[config.mk]
export PLATFORM = sky130hd
export DESIGN_NAME = level_trigger
export DESIGN_NICKNAME = d
export VERILOG_FILES = /design/src/rtl/level_trigger.sv
export SDC_FILE = /design/constraint.sdc
export NUM_CORES = 1
export LEC_CHECK = 0
export ABC_AREA = 0
export CORE_MARGIN = 4
export CORE_UTILIZATION = 55
export CTS_BUF_LIST = sky130_fd_sc_hd__clkbuf_8 sky130_fd_sc_hd__clkbuf_16
export DETAILED_ROUTE_END_ITERATION = 7
export PLACE_DENSITY = 0.93
export SYNTH_ARGS = -nofsm -noshare
export SYNTH_HDL_FRONTEND = slang
export SYNTH_SLANG_ARGS = --single-unit
[constraint.sdc]
create_clock -name clk -period 5 [get_ports clk]
set_clock_uncertainty 0.2 [all_clocks]
set_input_delay 1 -clock clk [delete_from_list [all_inputs] [get_ports clk]]
set_output_delay 1 -clock clk [all_outputs]
set_load 0.02 [all_outputs]
[src/rtl/level_trigger.sv]
`default_nettype none
// ============================================================================
// Module   : level_trigger
// Purpose  : Multi-lane ADC level trigger with hysteresis, quiet-sample packet
//            end detection and post-packet holdoff. Define
//            LEVEL_TRIGGER_STATS_EN to enable the trig_count packet counter.
// Revision : 1.0 - initial release
// ============================================================================
module level_trigger #(
    parameter int SAMPLE_W = 16,
    parameter int LANES    = 2,
    localparam int LANE_W  = (LANES > 1) ? $clog2(LANES) : 1
) (
    input  logic                      clk,
    input  logic                      resetn,
    input  logic [SAMPLE_W*LANES-1:0] adc_data,
    input  logic                      adc_data_valid,
    input  logic                      enable,
    input  logic                      polarity,
    input  logic [SAMPLE_W-1:0]       threshold,
    input  logic [SAMPLE_W-1:0]       hysteresis,
    input  logic [31:0]               n_sample,
    input  logic [31:0]               holdoff,
    output logic                      sync,
    output logic                      trig_pulse,
    output logic [LANE_W-1:0]         trig_lane,
    output logic [31:0]               trig_count
);

    localparam logic [1:0] S_IDLE    = 2'd0;
    localparam logic [1:0] S_ARMED   = 2'd1;
    localparam logic [1:0] S_ACTIVE  = 2'd2;
    localparam logic [1:0] S_HOLDOFF = 2'd3;

    logic [1:0]          r_state;
    logic [1:0]          w_next;
    logic [31:0]         r_quiet;
    logic [31:0]         r_hcnt;
    logic                r_sync;
    logic                r_pulse;
    logic [LANE_W-1:0]   r_lane;
    logic [LANE_W-1:0]   w_first_lane;
    logic [LANES-1:0]    w_hit;
    logic [LANES-1:0]    w_hold;
    logic                w_start;
    logic                w_sync_d;
    logic [SAMPLE_W:0]   w_sum;
    logic [SAMPLE_W:0]   w_diff;
    logic [SAMPLE_W-1:0] w_hold_hi;
    logic [SAMPLE_W-1:0] w_hold_lo;
    logic [32:0]         w_quiet_add;
    logic [31:0]         w_quiet_inc;
    logic                w_quiet_done;
    logic                w_hold_done;

    // Release levels saturate at the sample range instead of wrapping
    assign w_sum     = {1'b0, threshold} + {1'b0, hysteresis};
    assign w_diff    = {1'b0, threshold} - {1'b0, hysteresis};
    assign w_hold_hi = w_sum[SAMPLE_W]  ? '1 : w_sum[SAMPLE_W-1:0];
    assign w_hold_lo = w_diff[SAMPLE_W] ? '0 : w_diff[SAMPLE_W-1:0];

    for (genvar gi = 0; gi < LANES; gi++) begin : g_lane
        logic [SAMPLE_W-1:0] w_sample;
        assign w_sample    = adc_data[gi*SAMPLE_W +: SAMPLE_W];
        assign w_hit[gi]   = polarity ? (w_sample > threshold) : (w_sample < threshold);
        assign w_hold[gi]  = polarity ? (w_sample > w_hold_lo) : (w_sample < w_hold_hi);
    end

    always_comb begin
        w_first_lane = '0;
        for (int i = LANES - 1; i >= 0; i--) begin
            if (w_hit[i]) begin
                w_first_lane = LANE_W'(i);
            end
        end
    end

    assign w_quiet_add  = {1'b0, r_quiet} + 33'(LANES);
    assign w_quiet_inc  = w_quiet_add[32] ? '1 : w_quiet_add[31:0];
    assign w_quiet_done = (r_quiet >= n_sample);
    assign w_hold_done  = (({1'b0, r_hcnt} + 33'd1) >= {1'b0, holdoff});

    always_ff @(posedge clk or negedge resetn) begin
        if (!resetn) begin
            r_state <= S_IDLE;
        end else begin
            r_state <= w_next;
        end
    end

    always_comb begin
        w_next = r_state;
        if (!enable) begin
            w_next = S_IDLE;
        end else begin
            case (r_state)
                S_IDLE:    w_next = S_ARMED;
                S_ARMED:   if (adc_data_valid && (|w_hit)) w_next = S_ACTIVE;
                S_ACTIVE:  if (w_quiet_done) w_next = (holdoff != 32'd0) ? S_HOLDOFF : S_ARMED;
                S_HOLDOFF: if (w_hold_done) w_next = S_ARMED;
                default:   w_next = S_IDLE;
            endcase
        end
    end

    always_comb begin
        w_start  = (r_state == S_ARMED) && (w_next == S_ACTIVE);
        w_sync_d = (w_next == S_ACTIVE);
    end

    always_ff @(posedge clk or negedge resetn) begin
        if (!resetn) begin
            r_quiet <= '0;
            r_hcnt  <= '0;
            r_sync  <= 1'b0;
            r_pulse <= 1'b0;
            r_lane  <= '0;
        end else begin
            r_sync  <= w_sync_d;
            r_pulse <= w_start;
            if (w_start) begin
                r_lane <= w_first_lane;
            end
            if (w_start) begin
                r_quiet <= '0;
            end else if ((r_state == S_ACTIVE) && adc_data_valid) begin
                r_quiet <= (|w_hold) ? 32'd0 : w_quiet_inc;
            end
            // Counter restarts from zero on every HOLDOFF entry
            if ((r_state == S_HOLDOFF) && (w_next == S_HOLDOFF)) begin
                r_hcnt <= r_hcnt + 32'd1;
            end else begin
                r_hcnt <= '0;
            end
        end
    end

    assign sync       = r_sync;
    assign trig_pulse = r_pulse;
    assign trig_lane  = r_lane;

`ifdef LEVEL_TRIGGER_STATS_EN
    logic [31:0] r_count;
    always_ff @(posedge clk or negedge resetn) begin
        if (!resetn) begin
            r_count <= '0;
        end else if (w_start) begin
            r_count <= r_count + 32'd1;
        end
    end
    assign trig_count = r_count;
`else
    assign trig_count = '0;
`endif

endmodule
`default_nettype wire

-- Word level (Yosys, flattened, before mapping)
Index checks and enable logic that the tools add are counted.
- $lt $le $gt $ge: 10
- bitwise gates (word level): 0
- shift-type cells: 0
- $add $sub $neg: 5
- divide/modulo/power cells: 0
- mux-type cells: 19
- equality and inequality tests: 5
- reduce and logical (&&, ||, !) cells: 9
- multipliers: 0
- operators with widths (operator ; count):
    two-way mux 32 bit ; 5
    > comparator 16 bit ; 4
    < comparator 16 bit ; 4
    adder 32 x 1 -> 33 bit (second input constant) ; 1
    adder 32 x 2 -> 33 bit (second input constant) ; 1
    >= comparator 33 x 32 -> 1 bit ; 1
    adder 32 x 1 -> 32 bit (second input constant) ; 1
    >= comparator 32 bit ; 1
    two-way mux 16 bit ; 2
    nonzero test 32 bit ; 1
    adder 16 x 16 -> 17 bit ; 1
    subtractor 16 x 16 -> 17 bit ; 1
    two-way mux 2 bit ; 5
    == test 2 bit (second input constant) ; 4
    case mux 2 bit (4 select lines) ; 1
    two-way mux 1 bit ; 6
    logical AND 1 bit ; 4
    OR reduction 2 bit ; 2
    == test 2 x 1 -> 1 bit (second input constant) ; 1
    zero test 2 bit ; 1
    nonzero test 2 bit ; 1
- bits of input ports: 133
- memory bits (read-only): 0
- flip-flop bits (word level): 69
- word-level logic and storage cells: 54
- memory bits (writable): 0
- memories: 0
- bits in latches: 0

-- Longest topological paths before layout
Gate-level depths: netlist of the first run.
- word-level depth: 10
- depth in mapped cells: 25
- gate-level depth less buffers: 23

-- Least setup slack after synthesis of the first run
OpenSTA, ideal clock, no wires.
- path kind: input to register
- start point: input threshold[0]
- end point: register r_quiet[7]
- buffers on the path: 2
- slack: -0.316 ns
- cell stages on the path: 24
- data arrival time: 5.038 ns
- setup time: 0.078 ns
- data required time: 4.722 ns
- cell sequence: inv_1 ha_1 inv_1 fa_1 a21oi_1 o21bai_1 a2111oi_0 nor3_1 o21ai_0 nand2b_1 a21oi_1 o21ai_1 buf_2 nand2_1 ha_1 a211oi_1 o21bai_1 a211oi_1 o21ai_0 o211ai_1 nand4b_2 buf_2 o22ai_1 o2bb2ai_1
- cells in the longest elaborated chain, start to end: 10
- elaborated cells on any way between the ends: 28
- those cells by class: add/sub (2); order compare (8); eq/ne (1); mux (12); reduce/logical (5)
- RTL lines (item ; line ; RTL):
    start, declared ; 20 ; input logic [SAMPLE_W-1:0] threshold,
    parallel branches: the longest is 10 deep, another holds adder 16 x 16 -> 17 bit ; n/a ;
    end signal, assigned ; 127 ; r_quiet <= (|w_hold) ? 32'd0 : w_quiet_inc;
    end, declared ; 37 ; logic [31:0] r_quiet;
Parallel ways; which one is timed is not known. The select of a mux whose other input is x is not followed.
A chain may end at the register's enable or synchronous reset.

-- Worst setup path after layout of the first run
- start point: input hysteresis[5]
- end point: register r_quiet[12]
- cells in the longest elaborated chain, start to end: 8
- elaborated cells on any way between the ends: 14
- those cells by class: add/sub (2); order compare (4); mux (7); reduce/logical (1)
- RTL lines (item ; line ; RTL):
    start, declared ; 21 ; input logic [SAMPLE_W-1:0] hysteresis,
    adder 16 x 16 -> 17 bit or subtractor 16 x 16 -> 17 bit (tied branches) ; 57, 58 ;
    two-way mux 16 bit, on equally long branches ; 59, 60 ;
    < comparator 16 bit or > comparator 16 bit (tied branches) ; 66 ; assign w_hold[gi] = polarity ? (w_sample > w_hold_lo) : (w_sample < w_hold_hi);
    two-way mux 1 bit ; 66 ;
    OR reduction 2 bit * ; 127 ;
    two-way mux 32 bit * ; 127 ;
    two-way mux 32 bit * ; 126 ; end else if ((r_state == S_ACTIVE) && adc_data_valid) begin
    two-way mux 32 bit * ; 124 ; if (w_start) begin
Every way passes the cells marked *; elsewhere a longest branch is shown, timed or not. The select of a mux whose other input is x is not followed.

==> results of run 1 <==
worst min path at each step:
stage	cells past startpoint	startpoint	endpoint
5_1_grt	1	r_quiet[28]	r_quiet[28]
3_5_place_dp	1	r_quiet[28]	r_quiet[28]
6_report	1	r_quiet[28]	r_quiet[28]
2_1_floorplan	1	r_hcnt[0]	r_hcnt[0]
4_1_cts	1	r_quiet[28]	r_quiet[28]
3_3_place_gp	1	r_hcnt[0]	r_hcnt[0]
Yosys cell counts (all sizes together), types with 3 or more instances:
cell / instances
ha: 192
inv: 122
nand2: 97
nor2: 85
a21oi: 84
dfrtp: 69
a21o: 53
o21ai: 47
buf: 43
nor2b: 42
nand3: 38
xnor2: 37
nand4: 35
and3: 22
xor2: 17
a211oi: 16
nor3: 14
nor4: 13
or2: 11
a31oi: 10
clkbuf: 10
o21bai: 10
and2: 9
nand2b: 9
or3: 8
a2111oi: 5
and4: 5
o211ai: 5
o21a: 5
o31ai: 5
a211o: 3
a221oi: 3
a22o: 3
registers in the layout, summed over array words and instances, names as in the netlist:
register,cells
r_hcnt,32
r_state,2
trig_pulse,1
trig_lane,1
r_quiet,32
sync,1
repair_timing:
| item | CTS | global route |
|---|---|---|
| hold buffers | 0 | 0 |
| pin swaps | 31 | 42 |
| buffers inserted | 23 | 12 |
| setup endpoints to repair | 32 | 32 |
| resized for setup | 132 | 70 |
| cloned | 4 | 0 |
stage by stage:
step	worst slack (ns)	total power [mW]	cell area (µm²)	TNS, ns
after detailed placement	-1.36	1.55	11500	-40.24
after global routing	-0.650	2.61	13000	-17.37
after global placement	-1.19	1.51	11500	-34.99
after floorplan	0.0102	1.15	9430	0
after CTS	-0.238	2.32	12600	-5.26
final	-0.460	2.51	13000	-12.38
per-layer routing:
| metal | part of all wire, % | global-route usage (%) | wire length, µm |
|---|---|---|---|
| met5 | 0 | 0 | 0 |
| met1 | 35 | 36.0 | 11700 |
| met2 | 48 | 55.9 | 16300 |
| met4 | 7.9 | 16.5 | 2650 |
| met3 | 9.1 | 4.35 | 3070 |
layout by cell type, fill, tap and decap left out, drive strengths merged, types with 14 or more instances in the layout:
cell / Yosys / final
nor2: 85 / 85
xor2: 17 / 17
buf: 43 / 148
nand2: 97 / 97
inv: 122 / 124
a21o: 53 / 53
dfrtp: 69 / 69
nand4: 35 / 35
ha: 192 / 192
o21ai: 47 / 48
nor2b: 42 / 42
nor3: 14 / 14
a211oi: 16 / 16
clkdlybuf4s50: 0 / 115
conb: 1 / 32
nand3: 38 / 38
xnor2: 37 / 37
a21oi: 84 / 84
and3: 22 / 22
power breakdown:
group	switching [mW]	internal (mW)	leakage (nW)
combinational	0.673	0.591	5.46
sequential	0.0190	0.573	0.959
clock	0.252	0.399	0.146
total	0.944	1.56	6.57
cell type report:
cell class | instances | area (µm²) | area share (%)
well taps | 220 | 275 | 2.11
repair buffers | 280 | 2630 | 20.2
multi-input cells | 952 | 7620 | 58.6
clock buffers | 10 | 239 | 1.84
flip-flops and latches | 69 | 1730 | 13.3
clock inverters | 6 | 62.6 | 0.481
inverters | 122 | 460 | 3.54
cell families (layout without fill, tap and decap cells):
| kind of cell | count (synthesis) | after routing | synth area share, % |
|---|---|---|---|
| adders and majority gates | 194 | 194 | 26.3 |
| xor gates and xnor gates | 54 | 54 | 5.09 |
| other | 1 | 32 | 0.0404 |
| buffers and inverters | 175 | 418 | 8.68 |
| muxes | 1 | 1 | 0.108 |
| and+or+nand+nor | 396 | 396 | 21.8 |
| AOI/OAI and AO/OA | 274 | 275 | 19.4 |
| DFF | 69 | 69 | 18.6 |
==> results by group, run 1 <==
Worst setup path
  • R2R cell count: 16
  • CP max stage delay: 0.35 ns
  • Critical path type: in2reg
  • Worst Setup End Kind: flop
  • Reg2reg start: r_hcnt[0]
  • Worst setup SP type: input port
  • RR Endpoint: r_hcnt[16]
  • CP top delay family: compound AO/OA/AOI/OAI gates
  • CP Capture Point: r_quiet[12]
  • Crit path from: hysteresis[5]
  • Data arrival, critical path: 5.53 ns
  • Req. time, crit path: 5.07 ns
  • Slowest CP cell: or3_1
  • Reg2reg setup slack: ~0.63 ns
  • Worst path depth: 23
  • Crit path buffers/inverters: 4
  • Critical-path cell list: clkdlybuf4s15_1 > inv_2 > ha_4 > nor2b_1 > or3_1 > a21o_1 > a31o_4 > and3_4 > o31a_1 > xnor2_1 > nor2_1 > ha_1 > and3_4 > nand4_1 > a2111oi_4 > o31ai_1 > nand4_1 > a41o_1 > nand4b_4 > buf_6 > buf_16 > a31oi_4 > a21o_1
  • CP Max Fanout: 5

Timing
  • Fin crit share: 109%
  • Fmax: about 180 MHz
  • Setup violations, final: 32
  • Slew @ Worst Pin: slightly below 1 ns
  • Worst Hold Slack: 0.363 ns
  • Max Transition Viols Final: 0
  • Final hold violations: 0
  • Relative slew slack: a little over a third
  • Unrepaired setup endpoints after global routing: true
  • Final Critical Period: between 5 and 6 ns
  • Final WS setup: -0.460 ns

Floorplan
  • Ports: roughly 170
  • Die H: 138 µm
  • Die ar.: 0.0190 mm²
  • CORE AREA: roughly 0.017 mm²
  • Chip width: 138 µm
  • Initial Util: between 50 and 60%
  • Cell row count: 47

CTS
  • Later-pin clock latency in the skew report: 0.34 ns
  • CTS Buf Count: 9
  • CTS root buf: clkbuf_16
  • CTS tree: built
  • CTS sink cnt: 69
  • Clock slew at reported path FFs: 0.06 ns
  • Clk buf depth: 2
  • Deepest level of the CTS H-tree: 3

Layout
  • Fill count: between 900 and 1k
  • Final Util: around 80%
  • Fin nets: 1761
  • Ant. Diodes: 0
  • Final non-filler cell total: 1659
  • Share of cells above drive strength 1: 20.9%
  • Area Overhead vs Synth: 40.2%

Min path
  • Worst min path class: reg2reg

Synth
  • Seq/Total Area, Yosys: between 15 and 20%
  • Synth Cell Area: 0.00928 mm²
  • Mapped Cells: roughly 1.2k
  • Synth Warn #: 0
  • Syn Area/Cell: 7.98 µm²
  • Ys flop type: dfrtp_1
  • Synth area leader: ha_1
  • Seq cells post-synth: 69
  • Top post-synthesis cells by area: ha_1 (26%), dfrtp_1 (19%), inv_1 (4.9%)
  • Synth top area share: roughly 26%
  • Synth cell types: 71
  • Async set-reset flop share out of synthesis: 100%
  • Number of flops mapped to enable cells by yosys: 0

Placement
  • Gp weighted congestion: 1.01
  • Buffers on Ports: 135
  • DP HPWL: 22000 µm
  • DP Cell Count: roughly 1.6k

Drt
  • DR vias/cell: 6.33
  • Drt wl/cell: a little over 20 µm
  • Routed wire length: 33800 µm
  • First drt pass iteration count: 6
  • Violation count after the first detailed-route iteration: 1140
  • DRC: 0
  • Routed Antenna Nets: 0
  • Via count: 10.5k

GRT
  • Initial antenna violation count: 0
  • Overflow after GRT: 0
  • Vias in the first global route: 9908
  • Pin count of the biggest net entering global routing: 44
  • Gr usage total: 31.2%
  • Global-route wire length before repair: 47600 µm

Status
  • Outcome: finished with violations
  • Violated checks: negative setup slack

Power
  • Pwr/cell area: 193 mW/mm²
  • Max IR drop VDD: 0.164 mV
  • Pleak: 6.57 nW

Run
  • Max-cap viol count: 0
No activity file was read; power rests on OpenSTA's default activity.
==> inputs of run 2 (changes only) <==
- CTS_CLUSTER_SIZE: not set -> 12
==> results of run 2 <==
The final DEF is identical to that of run 1; final timing and power are the same.
==> inputs of run 3 (changes only) <==
- SETUP_SLACK_MARGIN: not set -> 0.3
==> results by group, run 3 (same netlist as run 1, synthesis figures left out) <==
Layout
  • Most frequent cells in the layout: ha_1 (165), buf_4 (123), clkdlybuf4s50_1 (117)
  • Fill count: 933 (-1.5%)
  • Commonest non-fill, non-tap cell in the layout: ha_1
  • Ant. Diodes: 0 (unchanged)
  • Fin nets: 1756 (-0.28%)
  • Area of the multi-input gates: 0.00776 mm² (+1.8%)
  • Biggest regs: r_hcnt: 32 flops, r_quiet: 32 flops, r_state: 2 flops
  • Final non-filler cell total: 1654 (-0.30%)
  • Storage cell area: 0.00173 mm² (unchanged)
  • Share of cells above drive strength 1: 22.0% (+1.0 points)
  • Area Overhead vs Synth: 40.0%

GRT
  • Pin count of the biggest net entering global routing: 40 (-9.1%)
  • Overflow after GRT: 0 (unchanged)
  • Gr usage total: 31.4% (+0.16 points)
  • Initial antenna violation count: 0 (unchanged)
  • Vias in the first global route: 10.2k (+2.6%)
  • Global-route wire length before repair: 47700 µm (+0.29%)

CTS
  • Hold_buf cts: 0 (unchanged)
  • CTS tree: built
  • Clk buf depth: 2 (unchanged)
  • CTS root buf: clkbuf_16
  • Clock slew at reported path FFs: 0.06 ns (about the same)
  • CTS sink cnt: 69 (unchanged)
  • Deepest level of the CTS H-tree: 3 (unchanged)
  • Later-pin clock latency in the skew report: 0.34 ns (about the same)
  • CTS Buf Count: 9 (unchanged)

Worst setup path
  • Critical path type: in2reg
  • Critical-path cell list: clkdlybuf4s50_1 > inv_2 > ha_4 > buf_4 > nand4_1 > nor3_2 > o21ai_1 > nand2b_1 > a21oi_4 > buf_6 > o21ai_4 > buf_4 > nand2_1 > ha_1 > nand4_1 > or4_1 > o211ai_1 > buf_4 > nand4_1 > a211oi_1
  • Req. time, crit path: 5.00 ns (-0.07 ns)
  • CP max stage delay: 0.58 ns (+0.23 ns)
  • Slowest CP cell: or4_1
  • Data arrival, critical path: 5.44 ns (-0.09 ns)
  • Worst setup SP type: input port
  • Crit path buffers/inverters: 6 (+2)
  • CP Max Fanout: 7 (+2)
  • Worst Setup End Kind: flop
  • CP top delay family: simple AND/OR/NAND/NOR gates

Placement
  • Gp weighted congestion: 0.961 (-5.0%)
  • Buffers on Ports: 135 (unchanged)
  • DP Cell Count: 1608 (+0.19%)
  • DP HPWL: 22600 µm (+2.5%)

Drt
  • Violation count after the first detailed-route iteration: 1271 (+11%)
  • First drt pass iteration count: 6 (unchanged)
  • Via count: 10.7k (+1.7%)
  • Drt wl/cell: 21.6 µm (+6.3%)
  • DRC: 0 (unchanged)
  • Routed wire length: 35800 µm (+5.9%)
  • DR vias/cell: 6.45 (+2.0%)
  • Routed Antenna Nets: 0 (unchanged)

Timing
  • Slew @ Worst Pin: 1.22 ns (+0.254 ns)
  • Final Critical Period: 5.45 ns (-0.0149 ns)
  • Unrepaired setup endpoints after global routing: true
  • Final hold violations: 0 (unchanged)
  • Final WS setup: -0.446 ns (+0.0149 ns)
  • Relative slew slack: 18.8% (-17 points)
  • Max Transition Viols Final: 0 (unchanged)
  • Setup TNS: -11.59 ns (+0.793 ns)
  • Fmax: 184 MHz (+0.27%)
  • Fin crit share: 109% (-0.30 points)
  • Setup violations, final: 32 (unchanged)

Min path
  • Worst min path class: reg2reg

Power
  • Max IR drop VDD: 0.123 mV (-25%)
  • Pleak: 6.46 nW (-1.6%)
  • Pwr/cell area: 198 mW/mm² (+2.9%)

Floorplan
  • Chip width: 138 µm (unchanged)
  • Initial Util: 56.0% (unchanged)
  • Ports: 168 (unchanged)
  • Cell row count: 47 (unchanged)
  • Die ar.: 0.0190 mm² (unchanged)
  • CORE AREA: 0.0166 mm² (unchanged)
  • Die H: 138 µm (unchanged)

Run
  • Max-cap viol count: 0 (unchanged)

Status
  • Violated checks: negative setup slack
  • Outcome: finished with violations
## run 3: cell count changes in the layout (fill, tap and decap cells not counted), sizes merged, moves of 2 or more
cell           delta
clkdlybuf4s50     +2
clkinvlp          -2
buf               -5
dlygate4sd2       +3
dlymetal6s2s      -6
## run 3: report_power, final
group / switching (mW) / internal, mW / leakage (nW)
logic: 0.681 / 0.588 / 5.34
clock network: 0.253 / 0.461 / 0.167
registers: 0.0214 / 0.573 / 0.959
## run 3: final cells by class
cell class,instances,area share [%]
multi-input combinational,953,59.7
timing repair buffer,274,18.8
sequential,69,13.3
inverter,122,3.64
tap,220,2.12
clock buffer,11,1.94
clock inverter,5,0.568
## run 3: per-stage QoR
step	instance area, µm²	hold WS [ns]	setup slack, ns	total power, mW	util, %
floorplan	9570	0.289	0.145	1.17	-
global placement	11700	0.336	-0.822	1.54	70.3
detailed placement	11700	0.348	-0.971	1.57	70.3
CTS	12500	0.362	-0.102	2.35	75.4
global route	13000	0.409	-0.891	2.67	78.4
finish	13000	0.357	-0.446	2.58	78.4
## run 3: routing by layer
metal / vias to the layer above / share of wire, % / global-route usage (%)
li1: 4619 / - / -
met1: 4854 / 34 / 35.7
met2: 874 / 47 / 55.1
met3: 326 / 10 / 5.04
met4: 0 / 9.5 / 19.2
met5: - / 0 / 0
## run 3: path summary, 6_finish.rpt
path,slack (ns),endpoint,cells after the start,from
worst max-delay path,-0.45,r_quiet[0],20,hysteresis[8]
worst min-delay path,0.36,r_hcnt[0],1,r_hcnt[0]
worst max register to register,0.67,r_hcnt[8],16,r_hcnt[0]
worst min register to register,0.36,r_hcnt[0],1,r_hcnt[0]
max in group asynchronous,3.05,r_quiet[7],2,resetn
min in group asynchronous,0.58,r_hcnt[4],1,resetn
## run 3: timing repair
item,CTS,global route
setup buffers,13,14
gates resized for setup,107,79
pin swaps,48,44
gates cloned,3,0
endpoints found under the setup margin,32,32
